<file path="src/rtl/eight_bit_serial_subtractor_if.sv">
`default_nettype none
// ============================================================================
// Module   : eight_bit_serial_subtractor_if
// Brief    : start/busy/done handshake and operand/result bus between the
//            operation sequencer (master) and the serial subtractor (slave).
// Revision : 1.0 - initial release
// ============================================================================
interface eight_bit_serial_subtractor_if #(
    parameter int WIDTH = 8
);
    logic             start;
    logic [WIDTH-1:0] a;
    logic [WIDTH-1:0] b;
    logic             busy;
    logic             done;
    logic [WIDTH-1:0] diff;
    logic             underflow;

    // Sequencer side: issues operations, observes results
    modport master (
        output start, a, b,
        input  busy, done, diff, underflow
    );

    // Subtractor side
    modport slave (
        input  start, a, b,
        output busy, done, diff, underflow
    );
endinterface : eight_bit_serial_subtractor_if
`default_nettype wire

</file>
<file path="src/rtl/eight_bit_serial_subtractor.sv">
`default_nettype none
// ============================================================================
// Module   : eight_bit_serial_subtractor
// Brief    : Bit-serial A - B, LSB first, one full-subtractor step per clock.
//            Optionally clamps the result to zero on borrow-out (underflow).
// Revision : 1.0 - initial release
// ============================================================================
module eight_bit_serial_subtractor #(
    parameter int WIDTH    = 8,
    parameter bit SATURATE = 1'b1
) (
    input  wire logic                    clk,
    input  wire logic                    rst_n,
    eight_bit_serial_subtractor_if.slave bus
);

    localparam int CNT_W = (WIDTH > 1) ? $clog2(WIDTH) : 1;
    localparam logic [CNT_W-1:0] c_LAST = CNT_W'(WIDTH - 1);

    typedef enum logic [1:0] {
        S_IDLE  = 2'd0,
        S_SHIFT = 2'd1,
        S_DONE  = 2'd2
    } state_t;

    state_t           r_state;
    state_t           w_next_state;
    logic [WIDTH-1:0] r_a_sh;
    logic [WIDTH-1:0] r_b_sh;
    logic [WIDTH-1:0] r_r_sh;
    logic             r_borrow;
    logic [CNT_W-1:0] r_cnt;
    logic [WIDTH-1:0] r_diff;
    logic             r_underflow;

    logic             w_busy;
    logic             w_done;
    logic             w_accept;
    logic             w_last;
    logic             w_d;
    logic             w_borrow_nxt;
    logic [WIDTH-1:0] w_r_sh_nxt;

    // Full-subtractor cell on the operand LSBs; new difference bit enters at the MSB
    assign w_d          = r_a_sh[0] ^ r_b_sh[0] ^ r_borrow;
    assign w_borrow_nxt = (~r_a_sh[0] & r_b_sh[0]) | (~(r_a_sh[0] ^ r_b_sh[0]) & r_borrow);
    assign w_r_sh_nxt   = {w_d, r_r_sh[WIDTH-1:1]};
    assign w_last       = (r_cnt == c_LAST);
    // start is honoured in IDLE and in the DONE cycle (back-to-back), never while shifting
    assign w_accept     = bus.start && (r_state != S_SHIFT);

    assign bus.busy      = w_busy;
    assign bus.done      = w_done;
    assign bus.diff      = r_diff;
    assign bus.underflow = r_underflow;

    // State register
    always_ff @(posedge clk or negedge rst_n) begin
        if (!rst_n) begin
            r_state <= S_IDLE;
        end else begin
            r_state <= w_next_state;
        end
    end

    // Next-state and handshake outputs
    always_comb begin
        w_next_state = r_state;
        w_busy       = 1'b0;
        w_done       = 1'b0;
        case (r_state)
            S_IDLE: begin
                if (bus.start) begin
                    w_next_state = S_SHIFT;
                end
            end
            S_SHIFT: begin
                w_busy = 1'b1;
                if (w_last) begin
                    w_next_state = S_DONE;
                end
            end
            S_DONE: begin
                w_done       = 1'b1;
                w_next_state = bus.start ? S_SHIFT : S_IDLE;
            end
            default: begin
                w_next_state = S_IDLE;
            end
        endcase
    end

    // Operand latch, serial step and result capture on the final step
    always_ff @(posedge clk or negedge rst_n) begin
        if (!rst_n) begin
            r_a_sh      <= '0;
            r_b_sh      <= '0;
            r_r_sh      <= '0;
            r_borrow    <= 1'b0;
            r_cnt       <= '0;
            r_diff      <= '0;
            r_underflow <= 1'b0;
        end else if (w_accept) begin
            r_a_sh   <= bus.a;
            r_b_sh   <= bus.b;
            r_borrow <= 1'b0;
            r_cnt    <= '0;
        end else if (r_state == S_SHIFT) begin
            r_a_sh   <= r_a_sh >> 1;
            r_b_sh   <= r_b_sh >> 1;
            r_r_sh   <= w_r_sh_nxt;
            r_borrow <= w_borrow_nxt;
            r_cnt    <= r_cnt + CNT_W'(1);
            if (w_last) begin
                r_underflow <= w_borrow_nxt;
                r_diff      <= (SATURATE && w_borrow_nxt) ? '0 : w_r_sh_nxt;
            end
        end
    end

endmodule : eight_bit_serial_subtractor
`default_nettype wire

</file>
<file path="src/flat_wrapper.sv">
// flat-port wrapper written by rule: the top's interface ports become plain ports
module eight_bit_serial_subtractor_flat 
#(
    parameter int WIDTH    = 8,
    parameter bit SATURATE = 1'b1
)
  (clk, rst_n, bus_start, bus_a, bus_b, bus_busy, bus_done, bus_diff, bus_underflow);
  eight_bit_serial_subtractor_if #(.WIDTH(WIDTH)) bus_i ();
  input  wire logic clk;
  input  wire logic rst_n;
  input wire logic [$bits(bus_i.start)-1:0] bus_start;
  input wire logic [$bits(bus_i.a)-1:0] bus_a;
  input wire logic [$bits(bus_i.b)-1:0] bus_b;
  output wire logic [$bits(bus_i.busy)-1:0] bus_busy;
  output wire logic [$bits(bus_i.done)-1:0] bus_done;
  output wire logic [$bits(bus_i.diff)-1:0] bus_diff;
  output wire logic [$bits(bus_i.underflow)-1:0] bus_underflow;
  assign bus_i.start = bus_start;
  assign bus_i.a = bus_a;
  assign bus_i.b = bus_b;
  assign bus_busy = bus_i.busy;
  assign bus_done = bus_i.done;
  assign bus_diff = bus_i.diff;
  assign bus_underflow = bus_i.underflow;
  eight_bit_serial_subtractor #(.WIDTH(WIDTH), .SATURATE(SATURATE)) u_core (.clk(clk), .rst_n(rst_n), .bus(bus_i));
endmodule
</file>
<file path="config.mk">
export PLATFORM = sky130hd
export DESIGN_NAME = eight_bit_serial_subtractor_flat
export DESIGN_NICKNAME = d
export VERILOG_FILES = /design/src/rtl/eight_bit_serial_subtractor_if.sv /design/src/rtl/eight_bit_serial_subtractor.sv /design/src/flat_wrapper.sv
export SDC_FILE = /design/constraint.sdc
export NUM_CORES = 1
export LEC_CHECK = 0
export CAP_MARGIN = 20
export CORE_ASPECT_RATIO = 1.25
export CORE_MARGIN = 8
export CORE_UTILIZATION = 50
export CTS_CLUSTER_DIAMETER = 60
export DETAILED_ROUTE_END_ITERATION = 6
export PLACE_DENSITY = 0.75
export SYNTH_ARGS = -nofsm -noshare
export SYNTH_HDL_FRONTEND = slang
export SYNTH_SLANG_ARGS = --single-unit
</file>
<file path="constraint.sdc">
create_clock -name clk -period 2.1 [get_ports clk]
set_clock_uncertainty 0.1 [all_clocks]
set_input_delay 0.42 -clock clk [delete_from_list [all_inputs] [get_ports clk]]
set_output_delay 0.42 -clock clk [all_outputs]
set_load 0.02 [all_outputs]
</file>
Word-level counts from Yosys, hierarchy flattened

Index checks and enable logic that the tools add are counted.

Output and inout bits: 11
Input port bits: 19
Flip-flop bits (word level): 39
Word-level logic and storage cells: 44

Multiplexer cells: 15
Reduce and logical (&&, ||, !) cells: 6
Bitwise operators: 8
Add/subtract/negate cells: 1
Eq/ne operators: 6

Operator list:

| kind                  | count |
|---|---|
| $mux W8               | 5 |
| $mux W3               | 2 |
| $pmux W2 S3           | 1 |
| $mux W1               | 5 |
| $mux W2               | 2 |
| $ne A2 B1 Y1 const B  | 2 |
| $reduce_and A2 Y1     | 2 |
| $add A3 B1 Y3 const B | 1 |
| $eq A3 B3 Y1 const B  | 1 |
| $not A1 Y1            | 3 |
| $reduce_and A3 Y1     | 1 |
| $and A1 B1 Y1         | 2 |
| $eq A2 B1 Y1 const B  | 1 |
| $eq A2 B2 Y1 const B  | 1 |
| $logic_not A2 Y1      | 1 |
| $ne A2 B2 Y1 const B  | 1 |
| $reduce_bool A2 Y1    | 1 |
| $xor A1 B1 Y1         | 2 |
| $logic_and A1 B1 Y1   | 1 |
| $or A1 B1 Y1          | 1 |

Logic depth before layout (Yosys ltp)

Gate-level depths: netlist of the first run.

Word-level depth: 6
Mapped depth: 5
Mapped depth without buffers: 4

Worst setup path before layout of the first run

No wires, ideal clock.

Path kind: flip-flop to flip-flop
Start: reg u_core.r_cnt[0]
End: reg u_core.r_underflow (netlist: u_core.bus.underflow)
Arrival: 1.222 ns
Clock period less this slack: 1.461 ns
Setup time: 0.139 ns
Cell stages (with the launch flop): 6
Data required time: 1.861 ns
Path buffers: 1
Path slack: 0.639 ns
Cell sequence: dfrtp_1 ha_1 ha_1 and3b_1 buf_2 mux2i_1

Word-level cells in the longest chain between the ends: 2

Ends and longest elaborated chain:

| item                        | RTL line                           | source |
|---|---|---|
| start, declared             | eight_bit_serial_subtractor.sv:32  | `logic [CNT_W-1:0] r_cnt;` |
| start signal, assigned      | eight_bit_serial_subtractor.sv:113 | `r_cnt <= r_cnt + CNT_W'(1);` |
| $eq A3 B3 Y1                | eight_bit_serial_subtractor.sv:48  | `assign w_last = (r_cnt == c_LAST);` |
| $reduce_and A3 Y1 (no line) | n/a                                |  |
| end signal, assigned        | eight_bit_serial_subtractor.sv:115 | `r_underflow <= w_borrow_nxt;` |
| end, declared               | eight_bit_serial_subtractor.sv:34  | `logic r_underflow;` |

No other way between the ends.
A chain may end at the register's enable or synchronous reset.

Worst setup path in the final report of the first run

Start: reg u_core.r_state[0]
End: out bus_done

Word-level cells in the longest chain between the ends: 2

Ends and longest elaborated chain:

| item                   | RTL line                          | source |
|---|---|---|
| start, declared        | eight_bit_serial_subtractor.sv:26 | `state_t r_state;` |
| start signal, assigned | eight_bit_serial_subtractor.sv:62 | `r_state <= w_next_state;` |
| $eq A2 B2 Y1           | eight_bit_serial_subtractor.sv:71 | `case (r_state)` |
| $mux W1                | eight_bit_serial_subtractor.sv:71 |  |
| end, declared          | flat_wrapper.sv:15                | `output wire logic [$bits(bus_i.done)-1:0] bus_done;` |

No other way between the ends.

==> results of run 1 <==
-- cell usage after synthesis --
library cell / number
inv_1: 13
fa_1: 1
nand2b_1: 3
nor2b_1: 3
o22ai_1: 1
buf_6: 5
mux2i_1: 13
and3b_1: 1
ha_1: 2
dfrtp_1: 38
nor2_1: 2
nand2_1: 8
buf_2: 1
mux2_4: 33
buf_1: 1
mux2_2: 4
-- what timing repair did --
action                     4_1_cts  5_1_grt
resized for setup                1        0
buffers inserted                 0        0
setup endpoints to repair        1        0
-- final cells by class --
cell class                 instances  area, um^2  area share
inverter                          13        48.8      0.0210
timing repair buffer              33         327       0.140
sequential                        38         951       0.409
tap                               40        50.0      0.0215
multi-input combinational         71         806       0.347
clock buffer                       6        82.6      0.0355
clock inverter                     2        60.1      0.0258
-- power by group --
group	switching, W	leakage, nW	internal (W)
combinational	0.000610	0.566	0.000903
sequential	0.000211	0.474	0.00107
clock	0.000255	0.0714	0.000507
total	0.00108	1.11	0.00248
-- through the flow --
| step | util | hold slack [ns] |
|---|---|---|
| after CTS | 0.630 | 0.0833 |
| after floorplan | - | 0.0244 |
| after global placement | 0.592 | 0.370 |
| final | 0.630 | 0.0687 |
| after global routing | 0.630 | 0.0949 |
| after detailed placement | 0.592 | 0.394 |
-- flip-flops by register name, summed over array words and instances (netlist names) --
| signal | count |
|---|---|
| u_core.r_a_sh | 8 |
| u_core.bus.underflow | 1 |
| u_core.bus.diff | 8 |
| u_core.r_cnt | 3 |
| u_core.r_r_sh | 7 |
| u_core.r_borrow | 1 |
| u_core.r_b_sh | 8 |
| u_core.r_state | 2 |
-- critical path, stage by stage (launching register included) --
cell and delay (ns):
dfrtp_1 0.41, nor2b_1 0.12, clkdlybuf4s50_1 0.61
-- logic make-up after synthesis --
logic type,after synthesis,share of synthesized area
muxes,50,0.359
DFF,38,0.508
buffers and inverters,20,0.0609
and+or+nand+nor,17,0.0448
adders and majority gates,3,0.0241
AOI/OAI and AO/OA,1,0.00335
-- worst min path at each step --
stage                         start                 end  slack (ns)  cells after the start
floorplan                     rst_n  u_core.bus.diff[0]        0.02                      0
global placement    u_core.r_cnt[0]     u_core.r_cnt[0]        0.37                      1
detailed placement            rst_n  u_core.bus.diff[0]        0.39                      2
CTS                           rst_n  u_core.bus.diff[0]        0.08                      2
global route                  rst_n  u_core.bus.diff[0]        0.09                      2
finish                        rst_n  u_core.bus.diff[1]        0.07                      2
-- layer usage --
metal,vias up,global-route usage,share of wire,routed length [um]
li1,489,-,-,-
met1,532,0.141,0.45,1460
met2,24,0.192,0.50,1630
met3,5,0.0393,0.046,152
met4,0,0.0342,0.011,35
met5,-,0,0,0
==> impl_metrics.ini, run 1 <==
[status]
status = completed

[setup_path]
startpoint = u_core.r_state[0]
path_class = flip-flop to primary output
reg2reg_slack_ns = 0.45
crit_required_ns = 1.58
cp.arrival_ns = 1.42
r2r_start = u_core.r_cnt[0]
critPathMaxFanout = 4
start_kind = flip-flop
r2r_end = u_core.bus.diff[6]
cp-end-kind = primary output
reg2regPathDepth = 4
crit_end = bus_done

[cts]
cts_buffers = 5
clkSinkCount = 38
htreeDepth = 2
cts-hold-fix-buffers = 0
cts_tree = done
clk_path_buf_depth = 2
clkLatencyLatePin_ns = 0.29
cts_root_buf = clkbuf_8
clkSlewWorstSetupHoldPaths_ns = 0.08

[min_path]
min_path_type = input pin to async pin

[cells_and_area]
nFillCells = 293
n_antenna_cell = 0
final_area_um2 = 2320
drive_above_1_share = 0.307
nets = 184
layout_common_cells = dfrtp_1, mux2_4, clkdlybuf4s50_1
area_growth_pct = 24.3
final_common_cell = dfrtp_1
instances_no_fill = 203

[timing]
period_needed_ns = 1.94
layout_setup_ws_ns = 0.157
max-slew-margin-rel = 0.618
rsz0062_at_grt = no
slew_viol_final = 0
tightest_slew_ns = 0.573
setup_viol = 0
hold_violations = 0
final.setup.tns_ns = 0
fin_crit_sh = 0.925
fmax_mhz = 515

[die]
chipWidth_um = 70.7
die_h_um = 84.4
start_util = 0.507
coreArea_um2 = 3690
dieArea_um2 = 5970
rows = 25
io_pins = 30

[global_routing]
grt_pass1_vias = 1181
gr-usage-all-layers = 0.117
antenna_found_initial = 0
grt_first_pass_wirelength_um = 5600
grt_max_degree = 39
grt_overflow = 0

[synthesis]
synthesis.area_um2 = 1870
synth_area_leaders = dfrtp_1, mux2_4, mux2i_1, buf_6, inv_1
ys_seq_area_frac = 0.508
synth_cells = 129
synth_top_area_frac = 0.508
yosysWarnings = 0
synth_cell_type_count = 16
synth_nets = 151
post-synth-top-area-cell = dfrtp_1
synth-seq-cells = 38
syn_avg_cell_area_um2 = 14.5

[route]
vias_per_cell = 5.17
drc = 0
num_vias = 1050
first_iter_violations = 31
firstDrtPassIters = 4
post_drt_wl_per_cell_um = 16.2
antenna_left = 0
totalWireLength_um = 3280

[placed_design]
place_area_um2 = 2180
dp.cells = 195
gp_congestion = 0.672
dp_hpwl_um = 2320
dp_worst_setup_slack_ns = 0.126
portBuffers = 29

[power_and_ir_drop]
p_total_w = 0.00355
vdd_drop_max_mv = 0.864
p_per_area_nw_per_um2 = 1530
leakage_nw = 1.11

[run]
cap_violations = 0
Power figures use the tool's default switching activity.
==> inputs of run 2 (changes only) <==
--- a/config.mk
+++ b/config.mk
@@ -7,9 +7,9 @@
 export LEC_CHECK = 0
 export CAP_MARGIN = 20
 export CORE_ASPECT_RATIO = 1.25
-export CORE_MARGIN = 8
+export CORE_MARGIN = 1
 export CORE_UTILIZATION = 50
-export CTS_CLUSTER_DIAMETER = 60
+export CTS_CLUSTER_DIAMETER = 30
 export DETAILED_ROUTE_END_ITERATION = 6
 export PLACE_DENSITY = 0.75
 export SYNTH_ARGS = -nofsm -noshare
==> constraint.sdc (replaced) <==
create_clock -name clk -period 2.43 [get_ports clk]
set_clock_uncertainty 0.1 [all_clocks]
set_input_delay 0.486 -clock clk [delete_from_list [all_inputs] [get_ports clk]]
set_output_delay 0.486 -clock clk [all_outputs]
set_load 0.02 [all_outputs]
==> run 2 against run 1 <==
Compared with the run above: the run now ends with design-rule violations left; critical path type unchanged; hold slack improved by 0.13 ns; highest routed layer unchanged; first-iteration DRC count fell by 23%; core utilization rose by 1.5 points; largest cell class unchanged; flip-flop and latch count did not move; critical path depth rose by 1.
==> impl_metrics.ini, run 2 (synthesized netlist as in run 1, its figures left out) <==
[timing]
slew_viol_final = 0
fmax_mhz = 455
rsz0062_at_grt = no
final.setup.tns_ns = 0
setup_viol = 0
fin_crit_sh = 0.904
tightest_slew_ns = 0.837
hold_violations = 0
max-slew-margin-rel = 0.442
period_needed_ns = 2.20
timing.hold.ws_ns = 0.201

[setup_path]
r2r_end = u_core.bus.diff[1]
cp.arrival_ns = 1.61
r2r_start = u_core.r_cnt[0]
reg2reg_slack_ns = 0.76
reg2regPathDepth = 4
path_class = flip-flop to primary output
start_kind = flip-flop
cp-end-kind = primary output
crit_required_ns = 1.84
critPathMaxFanout = 4

[cts]
cts_buffers = 5
cts_tree = done
cts.repair.resized = 0
post_cts_buffers = 0
htreeDepth = 2
cts_root_buf = clkbuf_8
clkSinkCount = 38
clkSlewWorstSetupHoldPaths_ns = 0.07
cts-hold-fix-buffers = 0
clk_path_buf_depth = 2
clkLatencyLatePin_ns = 0.29

[cells_and_area]
n_antenna_cell = 0
layout_common_cells = dfrtp_1, mux2_4, clkdlybuf4s50_1
area_growth_pct = 22.1
drive_above_1_share = 0.302
final_common_cell = dfrtp_1
nets = 183

[global_routing]
grt_pass1_vias = 1213
grt_first_pass_wirelength_um = 5640
antenna_found_initial = 0
grt_max_degree = 39
grt_overflow = 0
gr-usage-all-layers = 0.189

[power_and_ir_drop]
p_comb_frac = 0.449
p_switching_w = 0.000932
sw_frac_of_total = 0.319
vdd_drop_max_mv = 0.696
seqPwrFrac = 0.378
p_int_w = 0.00199
leakage_nw = 1.09
p_per_area_nw_per_um2 = 1280
power_frac_clock = 0.172

[route]
vias_per_cell = 5.23
totalWireLength_um = 3130
num_vias = 1052
drc = 2
post_drt_wl_per_cell_um = 15.6
antenna_left = 0
first_iter_violations = 24
firstDrtPassIters = 6

[die]
start_util = 0.528
rows = 24
io_pins = 30
die_h_um = 70.4
chipWidth_um = 56.7
coreArea_um2 = 3540
dieArea_um2 = 3990

[status]
status = finished with violations
failed_checks = design-rule violations

[placed_design]
portBuffers = 29
dp_hpwl_um = 2170
gp_congestion = 0.722

[min_path]
min_path_type = input pin to async pin

[run]
cap_violations = 0
## run 2: cell types whose count changed in the layout (fill, tap and decap cells not counted), sizes merged
cell,before,now
clkbuf,6,8
bufinv,2,0
dlygate4sd2,1,0
buf,5,4
clkdlybuf4s50,27,28
## run 2: power by group through the flow
stage                     logic, W  clock network, W  registers [W]
after floorplan           0.000950                 0        0.00114
after global placement     0.00126                 0        0.00110
after detailed placement   0.00132                 0        0.00111
after CTS                  0.00133          0.000512        0.00111
after global routing       0.00142          0.000540        0.00114
final                      0.00131          0.000503        0.00110
## run 2: final cells by class
class / instances / area (um^2)
inverters: 13 / 48.8
multi-input cells: 71 / 806
repair buffers: 32 / 320
clock buffers: 8 / 110
well taps: 39 / 48.8
fillers: 281 / 1260
flip-flops and latches: 38 / 951
## run 2: stage by stage
stage	area, um^2	setup WS [ns]	utilization	instances	power [W]
floorplan	1870	0.969	-	129	0.00209
global placement	2170	0.306	0.614	193	0.00236
detailed placement	2170	0.249	0.614	193	0.00243
CTS	2280	0.218	0.645	201	0.00294
global route	2280	0.141	0.645	201	0.00310
finish	2280	0.234	0.645	201	0.00292
## run 2: worst max-delay path, stage by stage (launching register included)
cell             delay (ns)
dfrtp_1                0.39
nand2b_1               0.16
inv_1                  0.14
clkdlybuf4s50_1        0.63
## run 2: how the worst max path moves through the flow
stage,start,end
floorplan,u_core.r_cnt[0],u_core.bus.underflow
global placement,bus_start,u_core.r_b_sh[4]
detailed placement,bus_start,u_core.r_a_sh[4]
CTS,u_core.r_state[1],bus_busy
global route,u_core.r_state[1],bus_busy
finish,u_core.r_state[1],bus_busy
## run 2: routing by layer
metal	up-vias	routed length (um)	GRT usage	share of wire
met1	524	1390	0.234	0.44
met3	7	110	0.0389	0.035
li1	490	-	-	-
met5	-	0	0	0
met2	31	1570	0.316	0.50
met4	0	61	0.0833	0.019
==> inputs of run 3 (changes only) <==
--- a/config.mk
+++ b/config.mk
@@ -5,7 +5,6 @@
 export SDC_FILE = /design/constraint.sdc
 export NUM_CORES = 1
 export LEC_CHECK = 0
-export CAP_MARGIN = 20
 export CORE_ASPECT_RATIO = 1.25
 export CORE_MARGIN = 1
 export CORE_UTILIZATION = 50
==> results of run 3 <==
Same layout as run 2: the final DEF is identical, and so are final timing and power.
